**config.mk**
```make
export PLATFORM = sky130hd
export DESIGN_NAME = rpn_stack
export DESIGN_NICKNAME = d
export VERILOG_FILES = /design/src/rtl/rpn_stack.sv
export SDC_FILE = /design/constraint.sdc
export NUM_CORES = 2
export LEC_CHECK = 0
export ABC_CLOCK_PERIOD_IN_PS = 16500
export CAP_MARGIN = 10
export CELL_PAD_IN_SITES_DETAIL_PLACEMENT = 1
export CELL_PAD_IN_SITES_GLOBAL_PLACEMENT = 2
export CORE_MARGIN = 8
export CORE_UTILIZATION = 44
export DETAILED_ROUTE_END_ITERATION = 6
export PLACE_DENSITY_LB_ADDON = 0.1
export SLEW_MARGIN = 20
export SYNTH_ARGS = -nofsm -noshare
export SYNTH_HDL_FRONTEND = slang
export SYNTH_SLANG_ARGS = --single-unit
```
**constraint.sdc**
```tcl
create_clock -name clock -period 16.5 [get_ports clock]
set_clock_uncertainty 0.2 [all_clocks]
set_input_delay 3.3 -clock clock [delete_from_list [all_inputs] [get_ports clock]]
set_output_delay 3.3 -clock clock [all_outputs]
set_load 0.02 [all_outputs]
```
**src/rtl/rpn_stack.sv**
```systemverilog
// rpn_stack: RPN calculator operand stack with digit entry and ALU ops.
// Ports: clock, reset (sync, high); op_valid/op_ready handshake;
//   op[2:0], digit[3:0], hex in; top, next, count, error_code out.
// Define RPN_STACK_DIV_EN to build the multi-cycle signed divider.
module rpn_stack #(
   parameter int WIDTH = 32,
   parameter int DEPTH = 8
) (
   input  logic                       clock,
   input  logic                       reset,
   input  logic                       op_valid,
   output logic                       op_ready,
   input  logic [2:0]                 op,
   input  logic [3:0]                 digit,
   input  logic                       hex,
   output logic [WIDTH-1:0]           top,
   output logic [WIDTH-1:0]           next,
   output logic [$clog2(DEPTH+1)-1:0] count,
   output logic [1:0]                 error_code
);

   localparam int CW = $clog2(DEPTH+1);

   localparam logic [2:0] OP_DIGIT = 3'd0;
   localparam logic [2:0] OP_PUSH  = 3'd1;
   localparam logic [2:0] OP_POP   = 3'd2;
   localparam logic [2:0] OP_ADD   = 3'd3;
   localparam logic [2:0] OP_SUB   = 3'd4;
   localparam logic [2:0] OP_MUL   = 3'd5;
   localparam logic [2:0] OP_DIV   = 3'd6;
   localparam logic [2:0] OP_NEG   = 3'd7;

   localparam logic [1:0] E_OK  = 2'b00;
   localparam logic [1:0] E_OVF = 2'b01;
   localparam logic [1:0] E_UNF = 2'b10;
   localparam logic [1:0] E_BAD = 2'b11;

   logic [WIDTH-1:0] stk [DEPTH];
   logic [CW-1:0]    cnt;
   logic [1:0]       err;

   logic             accept;
   logic             full;
   logic             single;
   logic             digit_bad;
   logic [WIDTH-1:0] dec_val;
   logic [WIDTH-1:0] dig_val;
   logic [WIDTH-1:0] arith;

   logic             shift_dn;
   logic             shift_up;
   logic             top_we;
   logic [WIDTH-1:0] top_d;
   logic             err_we;
   logic [1:0]       err_d;

   assign accept = op_valid & op_ready;
   assign full   = (cnt == CW'(DEPTH));
   assign single = (cnt < CW'(2));

   // Hex digits always fit 4 bits, so only decimal entry can be out of range.
   assign digit_bad = !hex && (digit > 4'd9);

   // top*10 as top*8 + top*2 keeps the entry path to shifts and one adder.
   assign dec_val = {stk[0][WIDTH-4:0], 3'b000}
                  + {stk[0][WIDTH-2:0], 1'b0};
   assign dig_val = (hex ? {stk[0][WIDTH-5:0], 4'h0} : dec_val)
                  + {{(WIDTH-4){1'b0}}, digit};

   always_comb begin
      arith = stk[1] + stk[0];
      if (op == OP_SUB) arith = stk[1] - stk[0];
      else if (op == OP_MUL) arith = stk[1] * stk[0];
   end

`ifdef RPN_STACK_DIV_EN
   typedef enum logic [1:0] {IDLE, DIV_RUN, DIV_FIX} state_t;

   localparam int IW = $clog2(WIDTH+1);

   state_t           state;
   state_t           state_d;
   logic             div_go;
   logic             div_commit;
   logic [IW-1:0]    it;
   logic [WIDTH-1:0] quo;
   logic [WIDTH-1:0] dvs;
   logic [WIDTH-1:0] rem;
   logic             neg_q;
   logic [WIDTH:0]   trial;
   logic [WIDTH-1:0] quo_s;

   assign trial = {rem, quo[WIDTH-1]} - {1'b0, dvs};
   assign quo_s = neg_q ? -quo : quo;
`endif

   always_comb begin
      shift_dn = 1'b0;
      shift_up = 1'b0;
      top_we   = 1'b0;
      top_d    = stk[1];
      err_we   = 1'b0;
      err_d    = E_OK;
`ifdef RPN_STACK_DIV_EN
      div_go   = 1'b0;
`endif
      if (accept) begin
         err_we = 1'b1;
         unique case (op)
            OP_DIGIT: begin
               if (digit_bad) err_d = E_BAD;
               else begin
                  top_we = 1'b1;
                  top_d  = dig_val;
               end
            end
            OP_PUSH: begin
               if (full) err_d = E_OVF;
               else shift_dn = 1'b1;
            end
            OP_POP: begin
               if (single) err_d = E_UNF;
               else shift_up = 1'b1;
            end
            OP_ADD, OP_SUB, OP_MUL: begin
               if (single) err_d = E_UNF;
               else begin
                  shift_up = 1'b1;
                  top_d    = arith;
               end
            end
            OP_DIV: begin
`ifdef RPN_STACK_DIV_EN
               if (single) err_d = E_UNF;
               else if (stk[0] == '0) err_d = E_BAD;
               else div_go = 1'b1;
`else
               err_d = E_BAD;
`endif
            end
            OP_NEG: begin
               top_we = 1'b1;
               top_d  = -stk[0];
            end
         endcase
      end
`ifdef RPN_STACK_DIV_EN
      if (div_commit) begin
         shift_up = 1'b1;
         top_d    = quo_s;
      end
`endif
   end

   // Vacated slots are refilled with zero so index >= count always reads 0.
   always_ff @(posedge clock) begin
      if (reset) begin
         for (int i = 0; i < DEPTH; i++) stk[i] <= '0;
         cnt <= CW'(1);
         err <= E_OK;
      end else begin
         if (err_we) err <= err_d;
         if (shift_dn) begin
            stk[0] <= '0;
            for (int i = 1; i < DEPTH; i++) stk[i] <= stk[i-1];
            cnt <= cnt + CW'(1);
         end else if (shift_up) begin
            stk[0] <= top_d;
            for (int i = 1; i < DEPTH-1; i++) stk[i] <= stk[i+1];
            stk[DEPTH-1] <= '0;
            cnt <= cnt - CW'(1);
         end else if (top_we) begin
            stk[0] <= top_d;
         end
      end
   end

`ifdef RPN_STACK_DIV_EN
   always_ff @(posedge clock) begin
      if (reset) state <= IDLE;
      else state <= state_d;
   end

   always_comb begin
      state_d = state;
      unique case (state)
         IDLE:    if (div_go) state_d = DIV_RUN;
         DIV_RUN: if (it == IW'(WIDTH)) state_d = DIV_FIX;
         DIV_FIX: state_d = IDLE;
         default: state_d = IDLE;
      endcase
   end

   always_comb begin
      op_ready   = (state == IDLE);
      div_commit = (state == DIV_FIX);
   end

   // Raw operands are latched at accept; the first DIV_RUN cycle takes
   // their magnitudes, the next WIDTH cycles are restoring iterations.
   always_ff @(posedge clock) begin
      if (reset) begin
         it    <= '0;
         quo   <= '0;
         dvs   <= '0;
         rem   <= '0;
         neg_q <= 1'b0;
      end else if (div_go) begin
         it    <= '0;
         quo   <= stk[1];
         dvs   <= stk[0];
         neg_q <= stk[1][WIDTH-1] ^ stk[0][WIDTH-1];
      end else if (state == DIV_RUN) begin
         it <= it + IW'(1);
         if (it == '0) begin
            quo <= quo[WIDTH-1] ? -quo : quo;
            dvs <= dvs[WIDTH-1] ? -dvs : dvs;
            rem <= '0;
         end else if (!trial[WIDTH]) begin
            rem <= trial[WIDTH-1:0];
            quo <= {quo[WIDTH-2:0], 1'b1};
         end else begin
            rem <= {rem[WIDTH-2:0], quo[WIDTH-1]};
            quo <= {quo[WIDTH-2:0], 1'b0};
         end
      end
   end
`else
   assign op_ready = 1'b1;
`endif

   assign top        = stk[0];
   assign next       = single ? '0 : stk[1];
   assign count      = cnt;
   assign error_code = err;

endmodule
```
==> impl_results.html <==
<table>
<tr><th>Metric</th><th>Value</th></tr>
<tr><th colspan="2">Die</th></tr>
<tr><td>Die outline width</td><td>297 um</td></tr>
<tr><td>Full die area</td><td>88,400 um2</td></tr>
<tr><td>Initial core utilization</td><td>0.443</td></tr>
<tr><td>Vert. Die Dim</td><td>297 um</td></tr>
<tr><td>Core ar.</td><td>78,600 um2</td></tr>
<tr><td>I/O pin count</td><td>82</td></tr>
<tr><td>Site row count</td><td>103</td></tr>
<tr><th colspan="2">Pwr</th></tr>
<tr><td>PwrDens</td><td>56.9 nW/um2</td></tr>
<tr><td>Net switching fraction of the power</td><td>0.369</td></tr>
<tr><td>Leakage Power</td><td>15.8 nW</td></tr>
<tr><td>Power share of the combinational group</td><td>0.309</td></tr>
<tr><td>Power spent charging and discharging nets</td><td>0.000785 W</td></tr>
<tr><td>Largest voltage drop on the vdd net</td><td>0.0000766 V</td></tr>
<tr><td>Power share of the clock group</td><td>0.323</td></tr>
<tr><td>Sequential share of power</td><td>0.369</td></tr>
<tr><td>Total internal power</td><td>0.00134 W</td></tr>
<tr><th colspan="2">STA</th></tr>
<tr><td>Highest Clock Rate</td><td>109 MHz</td></tr>
<tr><td>Unrepaired setup endpoints after global routing</td><td>false</td></tr>
<tr><td>Tightest slew margin relative to the limit</td><td>0.241</td></tr>
<tr><td>Final-layout setup total negative slack</td><td>0 ns</td></tr>
<tr><td>Post-layout minimum cycle time</td><td>9.14 ns</td></tr>
<tr><td>Count of final setup violators</td><td>0</td></tr>
<tr><td>PnR worst setup slack</td><td>7.36 ns</td></tr>
<tr><td>Endpoints failing hold</td><td>0</td></tr>
<tr><td>Transition time at the pin with the least slew margin</td><td>1.14 ns</td></tr>
<tr><td>Share of the clock period used by the worst path</td><td>0.554</td></tr>
<tr><td>Final slew viol count</td><td>0</td></tr>
<tr><th colspan="2">Worst hold path</th></tr>
<tr><td>Type of the tightest min-delay check</td><td>reg2reg</td></tr>
<tr><th colspan="2">Place</th></tr>
<tr><td>Pre-CTS WS</td><td>7.52 ns</td></tr>
<tr><td>Weighted congestion at the end of routability-driven global placement</td><td>0.925</td></tr>
<tr><td>Buffers on Ports</td><td>80</td></tr>
<tr><td>Placed wire-length estimate</td><td>101 mm</td></tr>
<tr><th colspan="2">Yosys</th></tr>
<tr><td>Number of library cell types mapped by synthesis</td><td>93</td></tr>
<tr><td>Area share of the largest cell type after synthesis</td><td>0.238</td></tr>
<tr><td>Share of the yosys chip area belonging to registers</td><td>0.206</td></tr>
<tr><td>Share of flip-flops with an asynchronous set or reset</td><td>0</td></tr>
<tr><td>Cell type with the highest aggregate area in the netlist</td><td>sky130_fd_sc_hd__fa_1</td></tr>
<tr><td>Register bit count reported by yosys</td><td>262</td></tr>
<tr><td>Post-Syn Nets</td><td>4,607</td></tr>
<tr><td>Main flop type after synthesis</td><td>sky130_fd_sc_hd__edfxtp_1</td></tr>
<tr><td>Average cell area after synthesis</td><td>8.78 um2</td></tr>
<tr><td>Count of mapped cells out of synthesis</td><td>3,962</td></tr>
<tr><td>Warnings, synthesis</td><td>0</td></tr>
<tr><td>Largest cells by area after synthesis</td><td>sky130_fd_sc_hd__fa_1 (24%), sky130_fd_sc_hd__edfxtp_1 (17%), sky130_fd_sc_hd__ha_1 (7.9%), sky130_fd_sc_hd__and2_1 (5.7%), sky130_fd_sc_hd__nand2_1 (4.9%)</td></tr>
<tr><td>EDFF count, synth</td><td>192</td></tr>
<tr><td>Netlist Area Pre-Place</td><td>34,800 um2</td></tr>
<tr><th colspan="2">Route</th></tr>
<tr><td>Count of nets left with antenna violations after detail routing</td><td>0</td></tr>
<tr><td>DRT Pass-1 Iters</td><td>6</td></tr>
<tr><td>Post-DR wirelength/cell</td><td>28.2 um</td></tr>
<tr><td>Wire length on met1</td><td>57.8 mm</td></tr>
<tr><td>WL met3</td><td>7.69 mm</td></tr>
<tr><td>Post-detailed-route DRC marker count</td><td>0</td></tr>
<tr><td>Via count</td><td>30,100</td></tr>
<tr><td>Detailed Route WL</td><td>139 mm</td></tr>
<tr><td>Via-per-instance ratio</td><td>6.10</td></tr>
<tr><td>Number of DRC markers after the initial detailed-route iteration</td><td>2,330</td></tr>
<tr><td>Top routing layer in use</td><td>met5</td></tr>
<tr><td>Met2 WL</td><td>66.7 mm</td></tr>
<tr><th colspan="2">Layout</th></tr>
<tr><td>Layout cells sized above 1</td><td>0.0489</td></tr>
<tr><td>Signed area change from the synthesized netlist to the final layout</td><td>7.36%</td></tr>
<tr><td>Commonest cells after routing, fill and taps aside</td><td>sky130_fd_sc_hd__inv_1 (457), sky130_fd_sc_hd__nand2_1 (456), sky130_fd_sc_hd__fa_1 (413)</td></tr>
<tr><td>Most common cell after layout, fill and taps aside</td><td>sky130_fd_sc_hd__inv_1</td></tr>
<tr><td>Count of nets after finishing</td><td>4,505</td></tr>
<tr><th colspan="2">Setup path</th></tr>
<tr><td>Max Fanout on Critical Path</td><td>21</td></tr>
<tr><td>Worst Setup End Kind</td><td>flip-flop</td></tr>
<tr><td>Worst setup SP type</td><td>flip-flop</td></tr>
<tr><td>Arrival time of the worst setup path</td><td>9.41 ns</td></tr>
<tr><td>Crit Path Category</td><td>reg2reg</td></tr>
<tr><td>Worst path required time</td><td>16.77 ns</td></tr>
<tr><th colspan="2">Global routing</th></tr>
<tr><td>Gr usage total</td><td>0.310</td></tr>
<tr><td>Pin count of the biggest net entering global routing</td><td>97</td></tr>
<tr><td>Initial antenna violation count</td><td>8</td></tr>
<tr><td>Number of global-route vias before repair</td><td>32,800</td></tr>
<tr><td>Total congestion overflow after global routing</td><td>0</td></tr>
<tr><td>Wire length of the first global-routing pass</td><td>212 mm</td></tr>
<tr><th colspan="2">Clocking</th></tr>
<tr><td>Post-CTS clock slew at the launch and capture registers of the worst setup and hold paths</td><td>0.07 ns</td></tr>
<tr><td>Max clock buf depth</td><td>3</td></tr>
<tr><td>Number of buffers inserted for hold repair after clock tree synthesis</td><td>0</td></tr>
<tr><td>Clock insertion delay at the later pin of the skew report</td><td>0.62 ns</td></tr>
<tr><td>Setup bufs post-CTS</td><td>0</td></tr>
<tr><td>Clock root buffer master</td><td>sky130_fd_sc_hd__clkbuf_16</td></tr>
<tr><td>Post-cts repair resize count</td><td>0</td></tr>
<tr><td>H-tree levels</td><td>1</td></tr>
<tr><td>CTS tree</td><td>yes</td></tr>
<tr><td>TritonCTS sink count</td><td>262</td></tr>
<tr><td>Total clock buffers created by CTS</td><td>31</td></tr>
<tr><th colspan="2">Outcome</th></tr>
<tr><td>Run status</td><td>complete, no violations</td></tr>
<tr><th colspan="2">Run</th></tr>
<tr><td>Count of max-cap constraint violations</td><td>0</td></tr>
</table>
[worst max-delay path, cell delays in order (launching register included)]
cell                       delay [ns]
sky130_fd_sc_hd__edfxtp_1        1.11
sky130_fd_sc_hd__clkinv_1        0.60
sky130_fd_sc_hd__buf_4           0.43
sky130_fd_sc_hd__nor2_1          0.43
sky130_fd_sc_hd__fa_1            0.50
sky130_fd_sc_hd__ha_1            0.22
sky130_fd_sc_hd__fa_1            0.47
sky130_fd_sc_hd__ha_1            0.20
sky130_fd_sc_hd__fa_1            0.50
sky130_fd_sc_hd__inv_1           0.07
sky130_fd_sc_hd__fa_1            0.53
sky130_fd_sc_hd__inv_1           0.05
sky130_fd_sc_hd__fa_1            0.51
sky130_fd_sc_hd__fa_1            0.43
sky130_fd_sc_hd__ha_1            0.36
sky130_fd_sc_hd__a21o_1          0.20
sky130_fd_sc_hd__a21oi_1         0.26
sky130_fd_sc_hd__nand2_1         0.09
sky130_fd_sc_hd__a211oi_1        0.48
sky130_fd_sc_hd__o21ai_0         0.35
sky130_fd_sc_hd__o211ai_1        0.28
sky130_fd_sc_hd__nand2_1         0.08
sky130_fd_sc_hd__a21oi_1         0.24
sky130_fd_sc_hd__xnor2_1         0.11
sky130_fd_sc_hd__o211ai_1        0.17
sky130_fd_sc_hd__o311ai_1        0.13
[logic make-up (layout without fill, tap and decap cells)]
kind of cell,Yosys count,count (layout),share of synthesized area
adder cells (fa/ha/maj),634,634,0.317
XOR/XNOR,185,185,0.0466
buffers and inverters,764,687,0.0861
flip-flops,262,262,0.206
multiplexers,13,13,0.00388
AO/OA/AOI/OAI,809,809,0.157
AND/OR/NAND/NOR,1294,1294,0.184
other,1,3,0.000108
[worst paths after layout]
path | startpoint | endpoint | slack, ns | depth (start not counted)
setup / recovery | stk[0][32] | stk[0][31] | 7.36 | 25
setup reg to reg | stk[0][32] | stk[0][31] | 7.36 | 25
hold reg to reg | stk[1][101] | stk[1][101] | 0.27 | 2
hold / removal | stk[1][101] | stk[1][101] | 0.27 | 2
[routing by layer]
layer  vias to the layer above  GRT usage
li1                      13000          -
met1                     15700      0.400
met2                      1019      0.524
met3                       337     0.0386
met4                         2      0.129
met5                         -          0
[registers in the layout, summed over array words and instances (netlist names)]
signal      flops
error_code      2
count           4
stk           256
[metrics by stage]
step	cell area (um2)	instances	total power, W	util	hold slack, ns
after floorplan	34800	3962	0.00120	-	0.248
after global placement	36400	4877	0.00143	0.463	0.253
after detailed placement	36400	4877	0.00144	0.463	0.263
after CTS	37400	4935	0.00213	0.475	0.272
after global routing	37400	4935	0.00221	0.475	0.292
final	37400	4937	0.00213	0.475	0.272
[Yosys cell counts (all sizes together) (24+ instances only)]
library cell / n
o211ai: 33
nand3: 167
inv: 457
xnor2: 144
and2: 317
ha: 221
fa: 413
buf: 51
a22o: 101
a211oi: 31
or3: 24
nor3: 47
a21o: 37
xor2: 41
dfxtp: 70
o21a: 27
o21ai: 105
clkbuf: 254
edfxtp: 192
nand2: 458
nor2: 157
a21oi: 278
[final cells by class]
cell class	instances	area, um2
Timing Repair Buffer	170	1470
Tap cell	1050	1310
Sequential cell	262	7180
Clock buffer	37	828
Fill cell	9126	41300
Multi-Input combinational cell	2936	24700
Antenna cell	2	5.00
Clock inverter	21	165
Inverter	459	1730
[power groups by stage]
stage	logic [W]	registers (W)	clock network, W
finish	0.000656	0.000784	0.000686
global placement	0.000633	0.000794	0
detailed placement	0.000647	0.000796	0
global route	0.000709	0.000787	0.000720
CTS	0.000652	0.000782	0.000698
floorplan	0.000418	0.000779	0
Power figures use the tool's default switching activity.
